===== config.mk =====
export PLATFORM = sky130hd
export DESIGN_NAME = dcache_req_arbiter_flat
export DESIGN_NICKNAME = d
export VERILOG_FILES = /design/src/rtl/dcache_req_arbiter_pkg.sv /design/src/rtl/dcache_req_arbiter_if.sv /design/src/rtl/dcache_req_arbiter_rr.sv /design/src/rtl/dcache_req_arbiter.sv /design/src/flat_wrapper.sv
export SDC_FILE = /design/constraint.sdc
export NUM_CORES = 1
export LEC_CHECK = 0
export BUFFER_PORTS_ARGS = -buffer_cell sky130_fd_sc_hd__buf_2
export CORE_AREA = 3 3 201 203
export CTS_CLUSTER_SIZE = 16
export DETAILED_ROUTE_END_ITERATION = 10
export DIE_AREA = 0 0 204 206
export HOLD_SLACK_MARGIN = 0.08
export SLEW_MARGIN = 0
export SYNTH_ARGS = -nofsm -noshare
export SYNTH_HDL_FRONTEND = slang
export SYNTH_SLANG_ARGS = --single-unit
export TNS_END_PERCENT = 30

===== constraint.sdc =====
create_clock -name clk_i -period 2.42 [get_ports clk_i]
set_input_delay 0.484 -clock clk_i [delete_from_list [all_inputs] [get_ports clk_i]]
set_output_delay 0.484 -clock clk_i [all_outputs]
set_load 0.02 [all_outputs]

===== src/rtl/dcache_req_arbiter_pkg.sv =====
// Shared types for the dcache request arbiter: the held request record,
// the arbiter state encoding and the dcache command codes.
package dcache_req_arbiter_pkg;

    localparam logic [4:0] M_XRD    = 5'b00000;
    localparam logic [4:0] M_XWR    = 5'b00001;
    localparam logic [4:0] M_XLR    = 5'b00110;
    localparam logic [4:0] M_XSC    = 5'b00111;
    localparam logic [4:0] M_XA_ADD = 5'b01000;

    typedef struct packed {
        logic [4:0]  cmd;
        logic [39:0] addr;
        logic [3:0]  op_type;
        logic [63:0] data;
        logic [7:0]  tag;
    } dmem_req_t;

    typedef enum logic [1:0] {
        ST_IDLE  = 2'd0,
        ST_ISSUE = 2'd1,
        ST_WAIT  = 2'd2,
        ST_DRAIN = 2'd3
    } arb_state_e;

endpackage


===== src/rtl/dcache_req_arbiter_if.sv =====
// Dcache request/response port; master is the arbiter, slave is the dcache.
interface dcache_req_arbiter_if;
    logic        dmem_req_valid_o;
    logic        dmem_req_ready_i;
    logic [4:0]  dmem_req_cmd_o;
    logic [39:0] dmem_req_addr_o;
    logic [3:0]  dmem_op_type_o;
    logic [63:0] dmem_req_data_o;
    logic [7:0]  dmem_req_tag_o;
    logic        dmem_req_kill_o;
    logic        dmem_resp_valid_i;
    logic        dmem_resp_nack_i;
    logic [7:0]  dmem_resp_tag_i;
    logic [63:0] dmem_resp_data_i;

    modport master (
        output dmem_req_valid_o, dmem_req_cmd_o, dmem_req_addr_o, dmem_op_type_o,
               dmem_req_data_o, dmem_req_tag_o, dmem_req_kill_o,
        input  dmem_req_ready_i, dmem_resp_valid_i, dmem_resp_nack_i,
               dmem_resp_tag_i, dmem_resp_data_i
    );

    modport slave (
        input  dmem_req_valid_o, dmem_req_cmd_o, dmem_req_addr_o, dmem_op_type_o,
               dmem_req_data_o, dmem_req_tag_o, dmem_req_kill_o,
        output dmem_req_ready_i, dmem_resp_valid_i, dmem_resp_nack_i,
               dmem_resp_tag_i, dmem_resp_data_i
    );
endinterface


===== src/rtl/dcache_req_arbiter_rr.sv =====
// Two-way round-robin grant: a lone requester always wins, a tie goes to ptr_i.
module rr_arbiter_2 (
    input  logic [1:0] req_i,
    input  logic       ptr_i,
    output logic [1:0] grant_oh_o
);
    genvar gi;
    generate
        for (gi = 0; gi < 2; gi++) begin : g_grant
            assign grant_oh_o[gi] = req_i[gi] & (~req_i[1-gi] | (ptr_i == 1'(gi)));
        end
    endgenerate
endmodule


===== src/rtl/dcache_req_arbiter.sv =====
// Shares one dcache port between two requesters: round-robin grant, one request
// in flight, replay on nack, tag-bit-0 response routing and post-kill draining.
module dcache_req_arbiter
    import dcache_req_arbiter_pkg::*;
#(
    parameter int MAX_RETRY    = 4,
    parameter int DRAIN_CYCLES = 16
) (
    input  logic              clk_i,
    input  logic              rstn_i,
    input  logic [1:0]        req_valid_i,
    output logic [1:0]        req_ready_o,
    input  logic [1:0][4:0]   req_cmd_i,
    input  logic [1:0][39:0]  req_addr_i,
    input  logic [1:0][3:0]   req_op_type_i,
    input  logic [1:0][63:0]  req_data_i,
    input  logic [1:0][7:0]   req_tag_i,
    input  logic [1:0]        kill_i,
    output logic [1:0]        resp_valid_o,
    output logic [1:0]        resp_err_o,
    output logic [63:0]       resp_data_o,
    dcache_req_arbiter_if.master dmem
);
    localparam int RETRY_W = $clog2(MAX_RETRY + 1);
    localparam int DRAIN_W = $clog2(DRAIN_CYCLES + 1);

    arb_state_e          state_reg, state_next;
    logic                owner_reg, owner_next;
    logic                rr_ptr_reg, rr_ptr_next;
    logic [RETRY_W-1:0]  retry_cnt_reg, retry_cnt_next;
    logic [DRAIN_W-1:0]  drain_cnt_reg, drain_cnt_next;
    dmem_req_t           held_reg, held_next;

    logic [1:0] cand;
    logic [1:0] grant_oh;
    logic       grant_idx;
    logic       owner_kill;
    logic       resp_match;

    // A killed requester cannot win arbitration, even if it is not the owner.
    assign cand = req_valid_i & ~kill_i;

    rr_arbiter_2 u_rr (
        .req_i      (cand),
        .ptr_i      (rr_ptr_reg),
        .grant_oh_o (grant_oh)
    );

    assign grant_idx  = grant_oh[1];
    assign owner_kill = kill_i[owner_reg];
    assign resp_match = dmem.dmem_resp_valid_i && (dmem.dmem_resp_tag_i[0] == owner_reg);

    always_ff @(posedge clk_i or negedge rstn_i) begin
        if (!rstn_i) begin
            state_reg     <= ST_IDLE;
            owner_reg     <= 1'b0;
            rr_ptr_reg    <= 1'b0;
            retry_cnt_reg <= '0;
            drain_cnt_reg <= '0;
            held_reg      <= '0;
        end else begin
            state_reg     <= state_next;
            owner_reg     <= owner_next;
            rr_ptr_reg    <= rr_ptr_next;
            retry_cnt_reg <= retry_cnt_next;
            drain_cnt_reg <= drain_cnt_next;
            held_reg      <= held_next;
        end
    end

    always_comb begin
        state_next           = state_reg;
        owner_next           = owner_reg;
        rr_ptr_next          = rr_ptr_reg;
        retry_cnt_next       = retry_cnt_reg;
        drain_cnt_next       = drain_cnt_reg;
        held_next            = held_reg;
        req_ready_o          = 2'b00;
        resp_valid_o         = 2'b00;
        resp_err_o           = 2'b00;
        resp_data_o          = '0;
        dmem.dmem_req_kill_o = 1'b0;

        unique case (state_reg)
            ST_IDLE: begin
                if (|grant_oh) begin
                    req_ready_o    = grant_oh;
                    // The owner id replaces tag bit 0 so the response can be routed back.
                    held_next      = '{cmd:     req_cmd_i[grant_idx],
                                       addr:    req_addr_i[grant_idx],
                                       op_type: req_op_type_i[grant_idx],
                                       data:    req_data_i[grant_idx],
                                       tag:     {req_tag_i[grant_idx][7:1], grant_idx}};
                    owner_next     = grant_idx;
                    retry_cnt_next = '0;
                    state_next     = ST_ISSUE;
                end
            end
            ST_ISSUE: begin
                // Nothing accepted yet, so a kill here needs no dcache kill.
                if (owner_kill) begin
                    state_next = ST_IDLE;
                end else if (dmem.dmem_req_ready_i) begin
                    state_next = ST_WAIT;
                end
            end
            ST_WAIT: begin
                if (owner_kill) begin
                    dmem.dmem_req_kill_o = 1'b1;
                    drain_cnt_next       = '0;
                    state_next           = ST_DRAIN;
                end else if (resp_match) begin
                    resp_valid_o[owner_reg] = 1'b1;
                    resp_data_o             = dmem.dmem_resp_data_i;
                    rr_ptr_next             = ~owner_reg;
                    state_next              = ST_IDLE;
                end else if (dmem.dmem_resp_nack_i) begin
                    if (retry_cnt_reg == RETRY_W'(MAX_RETRY - 1)) begin
                        resp_err_o[owner_reg] = 1'b1;
                        rr_ptr_next           = ~owner_reg;
                        state_next            = ST_IDLE;
                    end else begin
                        retry_cnt_next = retry_cnt_reg + 1'b1;
                        state_next     = ST_ISSUE;
                    end
                end
            end
            ST_DRAIN: begin
                if (dmem.dmem_resp_valid_i || dmem.dmem_resp_nack_i) begin
                    state_next = ST_IDLE;
                end else if (drain_cnt_reg == DRAIN_W'(DRAIN_CYCLES - 1)) begin
                    state_next = ST_IDLE;
                end else begin
                    drain_cnt_next = drain_cnt_reg + 1'b1;
                end
            end
            default: state_next = ST_IDLE;
        endcase
    end

    assign dmem.dmem_req_valid_o = (state_reg == ST_ISSUE);
    assign dmem.dmem_req_cmd_o   = held_reg.cmd;
    assign dmem.dmem_req_addr_o  = held_reg.addr;
    assign dmem.dmem_op_type_o   = held_reg.op_type;
    assign dmem.dmem_req_data_o  = held_reg.data;
    assign dmem.dmem_req_tag_o   = held_reg.tag;

endmodule


===== src/flat_wrapper.sv =====
// flat-port wrapper written by rule: the top's interface ports become plain ports
module dcache_req_arbiter_flat import dcache_req_arbiter_pkg::*;
#(
    parameter int MAX_RETRY    = 4,
    parameter int DRAIN_CYCLES = 16
)
  (clk_i, rstn_i, req_valid_i, req_ready_o, req_cmd_i, req_addr_i, req_op_type_i, req_data_i, req_tag_i, kill_i, resp_valid_o, resp_err_o, resp_data_o, dmem_dmem_req_valid_o, dmem_dmem_req_cmd_o, dmem_dmem_req_addr_o, dmem_dmem_op_type_o, dmem_dmem_req_data_o, dmem_dmem_req_tag_o, dmem_dmem_req_kill_o, dmem_dmem_req_ready_i, dmem_dmem_resp_valid_i, dmem_dmem_resp_nack_i, dmem_dmem_resp_tag_i, dmem_dmem_resp_data_i);
  dcache_req_arbiter_if dmem_i ();
  input  logic clk_i;
  input  logic rstn_i;
  input  logic [1:0] req_valid_i;
  output logic [1:0] req_ready_o;
  input  logic [1:0][4:0] req_cmd_i;
  input  logic [1:0][39:0] req_addr_i;
  input  logic [1:0][3:0] req_op_type_i;
  input  logic [1:0][63:0] req_data_i;
  input  logic [1:0][7:0] req_tag_i;
  input  logic [1:0] kill_i;
  output logic [1:0] resp_valid_o;
  output logic [1:0] resp_err_o;
  output logic [63:0] resp_data_o;
  output wire logic [$bits(dmem_i.dmem_req_valid_o)-1:0] dmem_dmem_req_valid_o;
  output wire logic [$bits(dmem_i.dmem_req_cmd_o)-1:0] dmem_dmem_req_cmd_o;
  output wire logic [$bits(dmem_i.dmem_req_addr_o)-1:0] dmem_dmem_req_addr_o;
  output wire logic [$bits(dmem_i.dmem_op_type_o)-1:0] dmem_dmem_op_type_o;
  output wire logic [$bits(dmem_i.dmem_req_data_o)-1:0] dmem_dmem_req_data_o;
  output wire logic [$bits(dmem_i.dmem_req_tag_o)-1:0] dmem_dmem_req_tag_o;
  output wire logic [$bits(dmem_i.dmem_req_kill_o)-1:0] dmem_dmem_req_kill_o;
  input wire logic [$bits(dmem_i.dmem_req_ready_i)-1:0] dmem_dmem_req_ready_i;
  input wire logic [$bits(dmem_i.dmem_resp_valid_i)-1:0] dmem_dmem_resp_valid_i;
  input wire logic [$bits(dmem_i.dmem_resp_nack_i)-1:0] dmem_dmem_resp_nack_i;
  input wire logic [$bits(dmem_i.dmem_resp_tag_i)-1:0] dmem_dmem_resp_tag_i;
  input wire logic [$bits(dmem_i.dmem_resp_data_i)-1:0] dmem_dmem_resp_data_i;
  assign dmem_dmem_req_valid_o = dmem_i.dmem_req_valid_o;
  assign dmem_dmem_req_cmd_o = dmem_i.dmem_req_cmd_o;
  assign dmem_dmem_req_addr_o = dmem_i.dmem_req_addr_o;
  assign dmem_dmem_op_type_o = dmem_i.dmem_op_type_o;
  assign dmem_dmem_req_data_o = dmem_i.dmem_req_data_o;
  assign dmem_dmem_req_tag_o = dmem_i.dmem_req_tag_o;
  assign dmem_dmem_req_kill_o = dmem_i.dmem_req_kill_o;
  assign dmem_i.dmem_req_ready_i = dmem_dmem_req_ready_i;
  assign dmem_i.dmem_resp_valid_i = dmem_dmem_resp_valid_i;
  assign dmem_i.dmem_resp_nack_i = dmem_dmem_resp_nack_i;
  assign dmem_i.dmem_resp_tag_i = dmem_dmem_resp_tag_i;
  assign dmem_i.dmem_resp_data_i = dmem_dmem_resp_data_i;
  dcache_req_arbiter #(.MAX_RETRY(MAX_RETRY), .DRAIN_CYCLES(DRAIN_CYCLES)) u_core (.clk_i(clk_i), .rstn_i(rstn_i), .req_valid_i(req_valid_i), .req_ready_o(req_ready_o), .req_cmd_i(req_cmd_i), .req_addr_i(req_addr_i), .req_op_type_i(req_op_type_i), .req_data_i(req_data_i), .req_tag_i(req_tag_i), .kill_i(kill_i), .resp_valid_o(resp_valid_o), .resp_err_o(resp_err_o), .resp_data_o(resp_data_o), .dmem(dmem_i));
endmodule

== After elaboration in Yosys (flattened, before gate mapping) ==
Cells that the tools add are included.

* Register bits after elaboration: 133
* Input bits: 323
* Output and inout port bits: 193
* Logic and storage cells: 109

* Add/sub/neg operators: 2
* $lt $le $gt $ge: 3
* Eq/ne operators: 17
* Mux-type cells: 52
* Bitwise gates (word level): 11
* Reduce and logical (&&, ||, !) cells: 14

{| class="wikitable"
|+ Operators with widths
! operator !! count
|-
| 64-bit 2-to-1 mux || 5
|-
| 40-bit 2-to-1 mux || 2
|-
| 2-bit 2-to-1 mux || 18
|-
| 5-bit 2-to-1 mux || 5
|-
| 8-bit 2-to-1 mux || 2
|-
| 3-bit 2-to-1 mux || 5
|-
| 2-bit != test (second input constant) || 6
|-
| 4-bit AND reduction || 3
|-
| 5-bit case mux with 2 select lines || 1
|-
| 1-bit 2-to-1 mux || 9
|-
| 4-bit 2-to-1 mux || 2
|-
| 2-bit case mux with 4 select lines || 1
|-
| 2-bit nonzero test || 4
|-
| 3-bit by 1-bit != test with 1-bit output (second input constant) || 2
|-
| 3-bit case mux with 2 select lines || 1
|-
| 6-bit AND reduction || 1
|-
| 5-bit by 1-bit adder with 5-bit output (second input constant) || 1
|-
| 5-bit by 4-bit equality test with 1-bit output (second input constant) || 1
|-
| 1-bit NOT || 5
|-
| 2-bit equality test (second input constant) || 2
|-
| 1-bit by 2-bit < comparator with 1-bit output (second input constant) || 2
|-
| 2-bit by 1-bit != test with 1-bit output (second input constant) || 2
|-
| 4-bit by 2-bit != test with 1-bit output (second input constant) || 1
|-
| 3-bit by 1-bit adder with 3-bit output (second input constant) || 1
|-
| 14 further kinds || 17
|}

== Longest topological paths before layout ==
Gate-level depths: netlist (run 1).

* Depth after elaboration: 9
* Depth in mapped cells: 8
* Depth with buffers taken out: 7

== Hierarchy ==
A second synthesis (run 1) with hierarchy kept.

* Cell total of the unflattened synthesis: 701
* Area, all modules: 6869.1 um2

{| class="wikitable"
|+ Modules (own cells, without submodules)
! module !! instances !! cells an instance !! area each (um2)
|-
| dcache_req_arbiter || 1 || 698 || 6850.3
|-
| rr_arbiter_2 || 1 || 3 || 18.8
|}

== Least setup slack after synthesis (run 1) ==
No wires, ideal clock.

* Path kind: input to output
* From: in req_valid_i[1]
* To: out req_ready_o[1]
* Arrival: 1.500 ns
* Setup slack: 0.436 ns
* Stages on the path: 4
* Buffers on the path: 1
* Path through: nor2b_2 -> o21ai_2 -> buf_6 -> nor3_1

* Cells in the longest elaborated chain, start to end: 7

{| class="wikitable"
|+ RTL lines
! what !! line !! RTL
|-
| start: declaration || flat_wrapper.sv:11 || <nowiki>input logic [1:0] req_valid_i;</nowiki>
|-
| 2-bit bitwise AND * || dcache_req_arbiter.sv:41 || <nowiki>assign cand = req_valid_i & ~kill_i;</nowiki>
|-
| 1-bit NOT || dcache_req_arbiter_rr.sv:10 || <nowiki>assign grant_oh_o[gi] = req_i[gi] & (~req_i[1-gi] | (ptr_i == 1'(gi)));</nowiki>
|-
| 1-bit OR || dcache_req_arbiter_rr.sv:10 ||
|-
| 1-bit bitwise AND || dcache_req_arbiter_rr.sv:10 ||
|-
| 2-bit OR reduction || dcache_req_arbiter.sv:86 || <nowiki>if (|grant_oh) begin</nowiki>
|-
| 2-bit 2-to-1 mux * || dcache_req_arbiter.sv:86 ||
|-
| 2-bit 2-to-1 mux * || dcache_req_arbiter.sv:84 || <nowiki>unique case (state_reg)</nowiki>
|-
| end: declaration || flat_wrapper.sv:12 || <nowiki>output logic [1:0] req_ready_o;</nowiki>
|}

Every way passes the cells marked *; elsewhere a longest branch is shown, timed or not.

==> results of run 1 <==
## worst max-delay path: stages (launching register included)
cell,delay (ns)
dfrtp_2,0.48
mux2i_4,0.30
nand2_4,0.10
nor2_4,0.11
buf_12,0.21
and2_1,0.17
buf_4,0.14
## logic make-up (layout without fill, tap and decap cells)
| kind of cell | count (synthesis) | count (layout) | synth area share, % |
|---|---|---|---|
| AO/OA/AOI/OAI | 140 | 140 | 11.0 |
| XOR/XNOR | 3 | 3 | 0.487 |
| adder cells (fa/ha/maj) | 4 | 4 | 0.722 |
| buffers and inverters | 57 | 564 | 6.66 |
| flip-flops | 132 | 132 | 47.6 |
| multiplexers | 124 | 124 | 18.1 |
| other | 0 | 2 | 0 |
| AND/OR/NAND/NOR | 220 | 220 | 15.3 |
## layout make-up
class | count | area (sq um)
Antenna cell | 2 | 5.00
Clock buffer | 18 | 439
Clock inverter | 13 | 100
Fill cell | 4108 | 27900
Inverter | 7 | 26.3
Multi-Input combinational cell | 491 | 3210
Sequential cell | 132 | 3300
Tap cell | 518 | 648
Timing Repair Buffer | 526 | 2980
## cells in the final DEF (no fill, tap or decap), drive strengths merged
cell type    Yosys  layout
a211o            1       1
nand3b           1       1
clkbuf          12      18
o2bb2ai          3       3
mux2             3       3
nand2b           3       3
nand3            3       3
o21ai          124     124
a21oi            3       3
dlygate4sd3      0       1
and3             2       2
and2            65      65
a21o             3       3
buf             38     525
nor2b            4       4
nor2             9       9
clkinv           0       6
nor3             5       5
nand2          125     125
mux2i          121     121
nand4            1       1
and4bb           1       1
clkinvlp         0       2
nor3b            1       1
a32o             1       1
xnor2            1       1
ha               4       4
inv              7      12
xor2             2       2
a221oi           2       2
a22o             1       1
dfrtp          132     132
a211oi           2       2
diode            0       2
## routing by layer
layer  share of wire [%]  vias to the layer above
met2                  53                      302
met1                  36                     3028
met4                 1.9                        2
met5               0.041                        -
met3                 9.0                       24
li1                    -                     3304
## how the worst max path moves through the flow
stage                           end  slack, ns  depth (start not counted)
floorplan            req_ready_o[1]       0.44                          4
global placement    resp_data_o[21]       0.23                          6
detailed placement  resp_data_o[21]       0.20                          6
CTS                 resp_data_o[21]      -0.05                          6
global route        resp_data_o[61]      -0.13                          6
finish              resp_data_o[27]      -0.03                          6
## repair_timing
| item | 4_1_cts | 5_1_grt |
|---|---|---|
| setup endpoints to repair | 64 | 66 |
| hold buffers | 1 | 0 |
| resized for setup | 70 | 5 |
| setup buffers | 2 | 0 |
| hold endpoints to repair | 35 | 0 |
| gates cloned | 0 | 0 |
## where the power goes
group	internal (mW)	leakage [nW]	switching, mW	total, mW
clock network	1.34	0.264	1.08	2.43
logic	1.70	4.22	2.98	4.68
registers	3.21	1.65	0.556	3.76
==> flow_metrics.env, run 1 <==
export IMPL_rsz0062_at_grt="true"
export IMPL_rr_worst_depth=7
export IMPL_syn_inst=680
export IMPL_num_rows=72
export IMPL_synth_most_common_cell="dfrtp_1"
export IMPL_grtUsageTotal_pct=10.9
export IMPL_min_path_type="input port to flip-flop"
export IMPL_cts_buffer_depth=2
export IMPL_num_vias=6660
export IMPL_maxCapViolations=0
export IMPL_power_leakage_nw=6.13
export IMPL_status="finished, violations left"
export IMPL_routed_wl_um=24400
export IMPL_grt_pass1_wl_um=35100
export IMPL_largest_register_ffs=64
export IMPL_dp_slack_ns=0.205
export IMPL_grt_use_met3_pct=3.65
export IMPL_cts_clk_slew_worst_paths_ns=0.06
export IMPL_finClkSkew_ns=0.00853
export IMPL_synth_distinct_cells=43
export IMPL_crit_start="u_core.dmem.dmem_req_tag_o[0]"
export IMPL_hold_worst_slack_ns=0.319
export IMPL_post_dp_hpwl_um=19500
export IMPL_setup_tns_ns=-0.520
export IMPL_ys_top_cells_by_area="dfrtp_1, mux2i_1, nand2_1"
export IMPL_ys_seq_area_share_pct=47.6
export IMPL_nNetsFinal=1502
export IMPL_synth_seq_cells=132
export IMPL_fmax_mhz=408
export IMPL_top_usage_layer="met2"
export IMPL_drt_iter0_markers=265
export IMPL_yosysWarnings=0
export IMPL_boundaryPins=516
export IMPL_die_h_um=206
export IMPL_power_density_mw_per_mm2=1020
export IMPL_async_flop_share_pct=100
export IMPL_period_share_pct=101
export IMPL_avgViaCountPerCell=3.90
export IMPL_dieArea_sq_mm=0.0420
export IMPL_arrival_ns=1.96
export IMPL_gr_total_overflow=0
export IMPL_ir_drop_v=0.000460
export IMPL_r2r_start="u_core.drain_cnt_reg[0]"
export IMPL_synth_edf_count=0
export IMPL_setup_viol=46
export IMPL_fin_area_sq_mm=0.0107
export IMPL_holdPathStages=3
export IMPL_use_met1_pct=10.8
export IMPL_slew_violations=0
export IMPL_syn_nets=1007
export IMPL_area_growth_pct=54.4
export IMPL_h_tree_depth=4
export IMPL_cts_tree="built"
export IMPL_criticalPathCategory="flip-flop to primary output"
export IMPL_period_needed_ns=2.45
export IMPL_crit_fanout=64
export IMPL_worst_slew_pin_slew_ns=0.484
export IMPL_synth_area_per_cell_sq_um=10.2
export IMPL_drt_pass1_iter_count=4
export IMPL_synth_common_cells="dfrtp_1, nand2_1, mux2i_1"
export IMPL_start_util_pct=17.9
export IMPL_synth_top_area_share_pct=47.6
export IMPL_violations="negative setup slack"
export IMPL_synthesis_area_sq_mm=0.00693
export IMPL_ant_nets=0
export IMPL_hold_end="u_core.dmem.dmem_req_data_o[2]"
export IMPL_post_route_drc_count=0
export IMPL_final_cells=1707
export IMPL_ys_flop_type="dfrtp_1"
export IMPL_die_x_um=204
export IMPL_antenna_found_initial=4
export IMPL_layout_drive_gt1_share_pct=48.5
export IMPL_power_mw=10.9
export IMPL_avgRoutedWirePerCell_um=14.3
export IMPL_endpoint_kind="primary output"
export IMPL_cts_buffers=17
export IMPL_cts_sinks=132
export IMPL_worstReg2RegEnd="u_core.drain_cnt_reg[0]"
export IMPL_utilization_pct=27.7
export IMPL_grtUsageMet2_pct=20.8
export IMPL_placed_cells=1671
export IMPL_crit_path_start_kind="flip-flop"
export IMPL_cp_required_ns=1.94
export IMPL_synth_area_leader_cell="dfrtp_1"
export IMPL_core_sq_mm=0.0386
export IMPL_post_dp_cell_area_sq_mm=0.00993
export IMPL_hp_start="req_data_i[66]"
export IMPL_worstSkewPairLatency_ns=0.43
export IMPL_hold_viol_final=0
export IMPL_place_gp_congestion=0.784
export IMPL_relSlewSlack_pct=67.7
export IMPL_fin_ws_ns=-0.0289
export IMPL_port_buffers=506
export IMPL_grt_max_degree=115
export IMPL_r2r_slack_ns=0.47
export IMPL_grt_pass1_vias=6634
export IMPL_clockRootBuffer="clkbuf_16"
Note: power is estimated with default switching activity, not from simulation.
==> run 2, diff against run 1 <==
CORE_AREA = 3 3 200 202   (was 3 3 201 203)
DIE_AREA = 0 0 203 205   (was 0 0 204 206)
clock period = 2 ns   (was 2.42 ns; I/O delays follow)
==> run 2 against run 1 <==
Compared with the run above:
- the flow still finishes with violations (negative setup slack)
- routed wire length is 4.6% lower
- worst setup slack worse by 0.29 ns
- power rose by 24%
- non-clock buffer count increased by 20
- first-iteration DRC count decreased by 17%
- combinational power increased by 25%
- die area shrank 0.97%
- global-route usage down 0.21 points
- clock power grew 26%
- cell count rose by 1.1%
- critical endpoint is now resp_data_o[24]
- largest power group unchanged
==> flow_metrics.env, run 2 (same netlist as run 1, synthesis figures left out) <==
export IMPL_avgRoutedWirePerCell_um=13.5
export IMPL_dieArea_sq_mm=0.0416
export IMPL_largest_register_ffs=64
export IMPL_endpoint_kind="primary output"
export IMPL_utilization_pct=28.5
export IMPL_area_growth_pct=57.9
export IMPL_crit_fanout=64
export IMPL_post_route_drc_count=0
export IMPL_drt_iter0_markers=220
export IMPL_die_h_um=205
export IMPL_hp_start="req_op_type_i[4]"
export IMPL_final_cell_mix="buf_2, dfrtp_1, nand2_1"
export IMPL_cp_required_ns=1.60
export IMPL_placed_cells=1693
export IMPL_min_path_type="input port to flip-flop"
export IMPL_slowest_delay_ns=0.47
export IMPL_die_x_um=203
export IMPL_cts_clk_slew_worst_paths_ns=0.06
export IMPL_worst_slew_pin_slew_ns=0.394
export IMPL_final_cells=1725
export IMPL_hold_viol_final=0
export IMPL_r2r_slack_ns=0.08
export IMPL_h_tree_depth=4
export IMPL_slew_violations=0
export IMPL_num_rows=72
export IMPL_fin_ws_ns=-0.321
export IMPL_grt_max_degree=65
export IMPL_num_vias=6673
export IMPL_worstSkewPairLatency_ns=0.43
export IMPL_post_dp_hpwl_um=18600
export IMPL_holdPathStages=3
export IMPL_crit_path_start_kind="flip-flop"
export IMPL_cp_cell_sequence="mux2i_4 -> nand2_2 -> nor2_4 -> buf_12 -> and2_1 -> buf_4"
export IMPL_finClkSkew_ns=0.00793
export IMPL_rr_worst_depth=7
export IMPL_boundaryPins=516
export IMPL_period_needed_ns=2.32
export IMPL_crit_slowest_cell="dfrtp_2"
export IMPL_power_mw=13.5
export IMPL_cts_sinks=132
export IMPL_dp_slack_ns=-0.00567
export IMPL_rsz0062_at_grt="true"
export IMPL_final_common_cell="buf_2"
export IMPL_cts_buffer_depth=2
export IMPL_hold_worst_slack_ns=0.241
export IMPL_violations="negative setup slack"
export IMPL_drt_pass1_iter_count=4
export IMPL_top_usage_layer="met2"
export IMPL_grt_pass1_wl_um=34800
export IMPL_r2r_start="u_core.drain_cnt_reg[0]"
export IMPL_cts_tree="built"
export IMPL_setup_viol=68
export IMPL_cts_buffers=17
export IMPL_antenna_found_initial=1
export IMPL_fin_area_sq_mm=0.0109
export IMPL_ant_nets=0
export IMPL_nNetsFinal=1522
export IMPL_grtUsageMet2_pct=18.8
export IMPL_path_buf_inv=2
export IMPL_grtUsageTotal_pct=10.7
export IMPL_place_gp_congestion=0.780
export IMPL_cp_top_family="flip-flops"
export IMPL_grt_use_met3_pct=4.16
export IMPL_diodes=0
export IMPL_avgViaCountPerCell=3.87
export IMPL_port_buffers=506
export IMPL_grt_pass1_vias=6596
export IMPL_routed_wl_um=23300
export IMPL_period_share_pct=116
export IMPL_power_leakage_nw=6.23
export IMPL_status="finished, violations left"
export IMPL_worstReg2RegEnd="u_core.drain_cnt_reg[0]"
export IMPL_ir_drop_v=0.000642
export IMPL_fmax_mhz=431
export IMPL_use_met1_pct=11.7
export IMPL_post_dp_cell_area_sq_mm=0.0101
export IMPL_relSlewSlack_pct=73.7
export IMPL_hold_end="u_core.dmem.dmem_op_type_o[0]"
export IMPL_core_sq_mm=0.0385
export IMPL_criticalPathCategory="flip-flop to primary output"
export IMPL_start_util_pct=18.0
export IMPL_post_cts_buffers=0
export IMPL_arrival_ns=1.92
export IMPL_power_density_mw_per_mm2=1230
export IMPL_setup_tns_ns=-20.00
export IMPL_gr_total_overflow=0
export IMPL_layout_drive_gt1_share_pct=49.5
export IMPL_clockRootBuffer="clkbuf_16"
export IMPL_maxCapViolations=0
-- run 2: how the worst max path moves through the flow --
stage | to | slack [ns] | cells past startpoint | startpoint
after floorplan | u_core.drain_cnt_reg[0] | 0.08 | 8 | u_core.drain_cnt_reg[0]
after detailed placement | u_core.dmem.dmem_req_addr_o[37] | -0.006 | 7 | kill_i[0]
after global placement | resp_data_o[36] | 0.05 | 6 | u_core.dmem.dmem_req_tag_o[0]
after CTS | resp_data_o[2] | -0.36 | 6 | u_core.dmem.dmem_req_tag_o[0]
final | resp_data_o[24] | -0.32 | 6 | u_core.dmem.dmem_req_tag_o[0]
after global routing | resp_data_o[28] | -0.45 | 6 | u_core.dmem.dmem_req_tag_o[0]
-- run 2: per-layer routing --
layer  part of all wire (%)  routed length [um]
met2                     50               11700
met4                    1.8                 423
met5                  0.056                  13
met1                     38                8950
met3                    9.3                2160
-- run 2: where the power goes --
group	switching (mW)	internal, mW	total, mW
Sequential	0.668	3.88	4.55
Combinational	3.65	2.18	5.83
Clock	1.21	1.87	3.07
Total	5.53	7.92	13.5
-- run 2: what timing repair did --
| action | 4_1_cts | 5_1_grt |
|---|---|---|
| endpoints found under the setup margin | 69 | 73 |
| hold endpoints to repair | 30 | 0 |
| hold buffers | 1 | 0 |
| pin swaps | 1 | 2 |
| resized for setup | 76 | 7 |
-- run 2: cell type report --
| class | instances | area, sq um |
|---|---|---|
| fill | 4074 | 27500 |
| sequential | 132 | 3300 |
| multi-input combinational | 491 | 3230 |
| timing repair buffer | 546 | 3160 |
| tap | 518 | 648 |
| clock buffer | 20 | 447 |
| clock inverter | 11 | 130 |
| inverter | 7 | 26.3 |
-- run 2: tightest hold or removal path: stages --
cell and delay, ns:
buf_2 0.07, mux2i_1 0.05, o21ai_1 0.10
==> run 3, diff against run 2 <==
CORE_AREA = 3 3 197 199   (was 3 3 200 202)
CTS_BUF_LIST = sky130_fd_sc_hd__clkbuf_4   (was default)
DIE_AREA = 0 0 200 202   (was 0 0 203 205)
PLACE_DENSITY = 0.44   (was default)
==> run 3 against run 2 <==
Compared with the run above:
- the flow still finishes with violations (negative setup slack)
- critical endpoint is now resp_data_o[23]
- highest routed layer unchanged
- largest cell class is now buffers
- non-clock buffer count grew 253
- sequential share of layout area shrank 5.7 points
- core utilization grew 7.6 points
==> flow_metrics.env, run 3 (same netlist as run 1, synthesis figures left out) <==
export IMPL_maxCapViolations=0
export IMPL_drt_iter0_markers=216
export IMPL_grt_pass1_vias=8294
export IMPL_cp_top_family="flip-flops"
export IMPL_relSlewSlack_pct=72.9
export IMPL_cts_sinks=132
export IMPL_crit_slowest_cell="dfrtp_2"
export IMPL_crit_fanout=5
export IMPL_criticalPathCategory="flip-flop to primary output"
export IMPL_hold_worst_slack_ns=0.186
export IMPL_final_cell_mix="buf_2, dlygate4sd3_1, dfrtp_1"
export IMPL_power_mw=12.9
export IMPL_port_buffers=506
export IMPL_post_dp_cell_area_sq_mm=0.0101
export IMPL_fin_area_sq_mm=0.0135
export IMPL_final_cells=1976
export IMPL_die_x_um=200
export IMPL_period_needed_ns=2.52
export IMPL_area_growth_pct=94.4
export IMPL_largest_register_ffs=64
export IMPL_h_tree_depth=4
export IMPL_num_vias=7804
export IMPL_post_dp_hpwl_um=20100
export IMPL_setup_viol=71
export IMPL_core_sq_mm=0.0374
export IMPL_grtUsageTotal_pct=14.0
export IMPL_ir_drop_v=0.000392
export IMPL_clockRootBuffer="clkbuf_4"
export IMPL_cp_required_ns=1.60
export IMPL_num_rows=71
export IMPL_power_leakage_nw=7.31
export IMPL_grt_max_degree=101
export IMPL_cts_tree="built"
export IMPL_status="finished, violations left"
export IMPL_grt_pass1_wl_um=43900
export IMPL_cts_clk_slew_worst_paths_ns=0.12
export IMPL_place_gp_congestion=0.759
export IMPL_cts_buffer_depth=2
export IMPL_period_share_pct=126
export IMPL_ant_nets=0
export IMPL_avgViaCountPerCell=3.95
export IMPL_endpoint_kind="primary output"
export IMPL_nNetsFinal=1775
export IMPL_power_density_mw_per_mm2=954
export IMPL_avgRoutedWirePerCell_um=14.9
export IMPL_cts_buffers=17
export IMPL_slew_violations=0
export IMPL_worstSkewPairLatency_ns=0.58
export IMPL_fin_ws_ns=-0.523
export IMPL_utilization_pct=36.1
export IMPL_gr_total_overflow=0
export IMPL_hold_viol_final=0
export IMPL_worst_slew_pin_slew_ns=0.407
export IMPL_violations="negative setup slack"
export IMPL_crit_path_start_kind="flip-flop"
export IMPL_path_buf_inv=3
export IMPL_setup_tns_ns=-31.88
export IMPL_arrival_ns=2.12
export IMPL_cp_cell_sequence="mux2i_4 -> nand2_2 -> nor2_4 -> buf_6 -> clkbuf_16 -> and2_4 -> buf_6"
export IMPL_drt_pass1_iter_count=5
export IMPL_die_h_um=202
export IMPL_finClkSkew_ns=0.0167
export IMPL_rsz0062_at_grt="true"
export IMPL_cpMostUsedCell="buf_6"
export IMPL_layout_drive_gt1_share_pct=44.6
export IMPL_dp_slack_ns=-0.0106
export IMPL_boundaryPins=516
export IMPL_antenna_found_initial=4
export IMPL_routed_wl_um=29500
export IMPL_fmax_mhz=396
export IMPL_slowest_delay_ns=0.48
export IMPL_min_path_type="input port to flip-flop"
export IMPL_dieArea_sq_mm=0.0404
export IMPL_post_route_drc_count=0
export IMPL_final_common_cell="buf_2"
export IMPL_start_util_pct=18.5
export IMPL_placed_cells=1690
run 3: final timing paths:
check | cells past startpoint | to | startpoint | slack, ns
min | 3 | u_core.dmem.dmem_req_data_o[44] | req_data_i[44] | 0.19
min reg2reg | 2 | u_core.dmem.dmem_req_data_o[59] | u_core.dmem.dmem_req_data_o[59] | 0.49
max in group asynchronous | 3 | u_core.dmem.dmem_req_data_o[54] | rstn_i | 1.15
max reg2reg | 5 | u_core.dmem.dmem_req_tag_o[1] | u_core.rr_ptr_reg | 0.05
min in group asynchronous | 2 | u_core.dmem.dmem_req_data_o[39] | rstn_i | 0.22
max | 7 | resp_data_o[23] | u_core.dmem.dmem_req_tag_o[0] | -0.52
run 3: power by group:
part           total [mW]  internal, mW  leakage, nW  switching, mW
registers            4.50          3.86         1.65          0.632
clock network        1.92         0.772        0.157           1.15
logic                6.44          2.59         5.51           3.85
total                12.9          7.22         7.31           5.63
run 3: cell type report:
cell class | count | area (sq um)
Clock buffer | 18 | 135
Antenna cell | 4 | 10.0
Fill cell | 3781 | 23900
Tap cell | 511 | 639
Sequential cell | 132 | 3310
Timing Repair Buffer | 799 | 5890
Inverter | 7 | 26.3
Multi-Input combinational cell | 491 | 3320
Clock inverter | 14 | 154
run 3: tightest hold or removal path, stage by stage:
cell and delay [ns]:
buf_2 0.07, mux2i_1 0.10, o21ai_0 0.15
run 3: what timing repair did:
item	4_1_cts	5_1_grt
pin swaps	3	23
resized for setup	133	55
hold endpoints to repair	255	0
cloned	1	2
hold buffers	241	0
setup endpoints to repair	73	80
setup buffers	4	4
run 3: layer usage:
| metal | global-route usage (%) | vias up | wire length (um) |
|---|---|---|---|
| met1 | 15.1 | 3531 | 11500 |
| met5 | 0 | - | 13 |
| met3 | 4.57 | 71 | 2190 |
| met2 | 25.0 | 344 | 14600 |
| li1 | - | 3856 | - |
| met4 | 5.98 | 2 | 1110 |
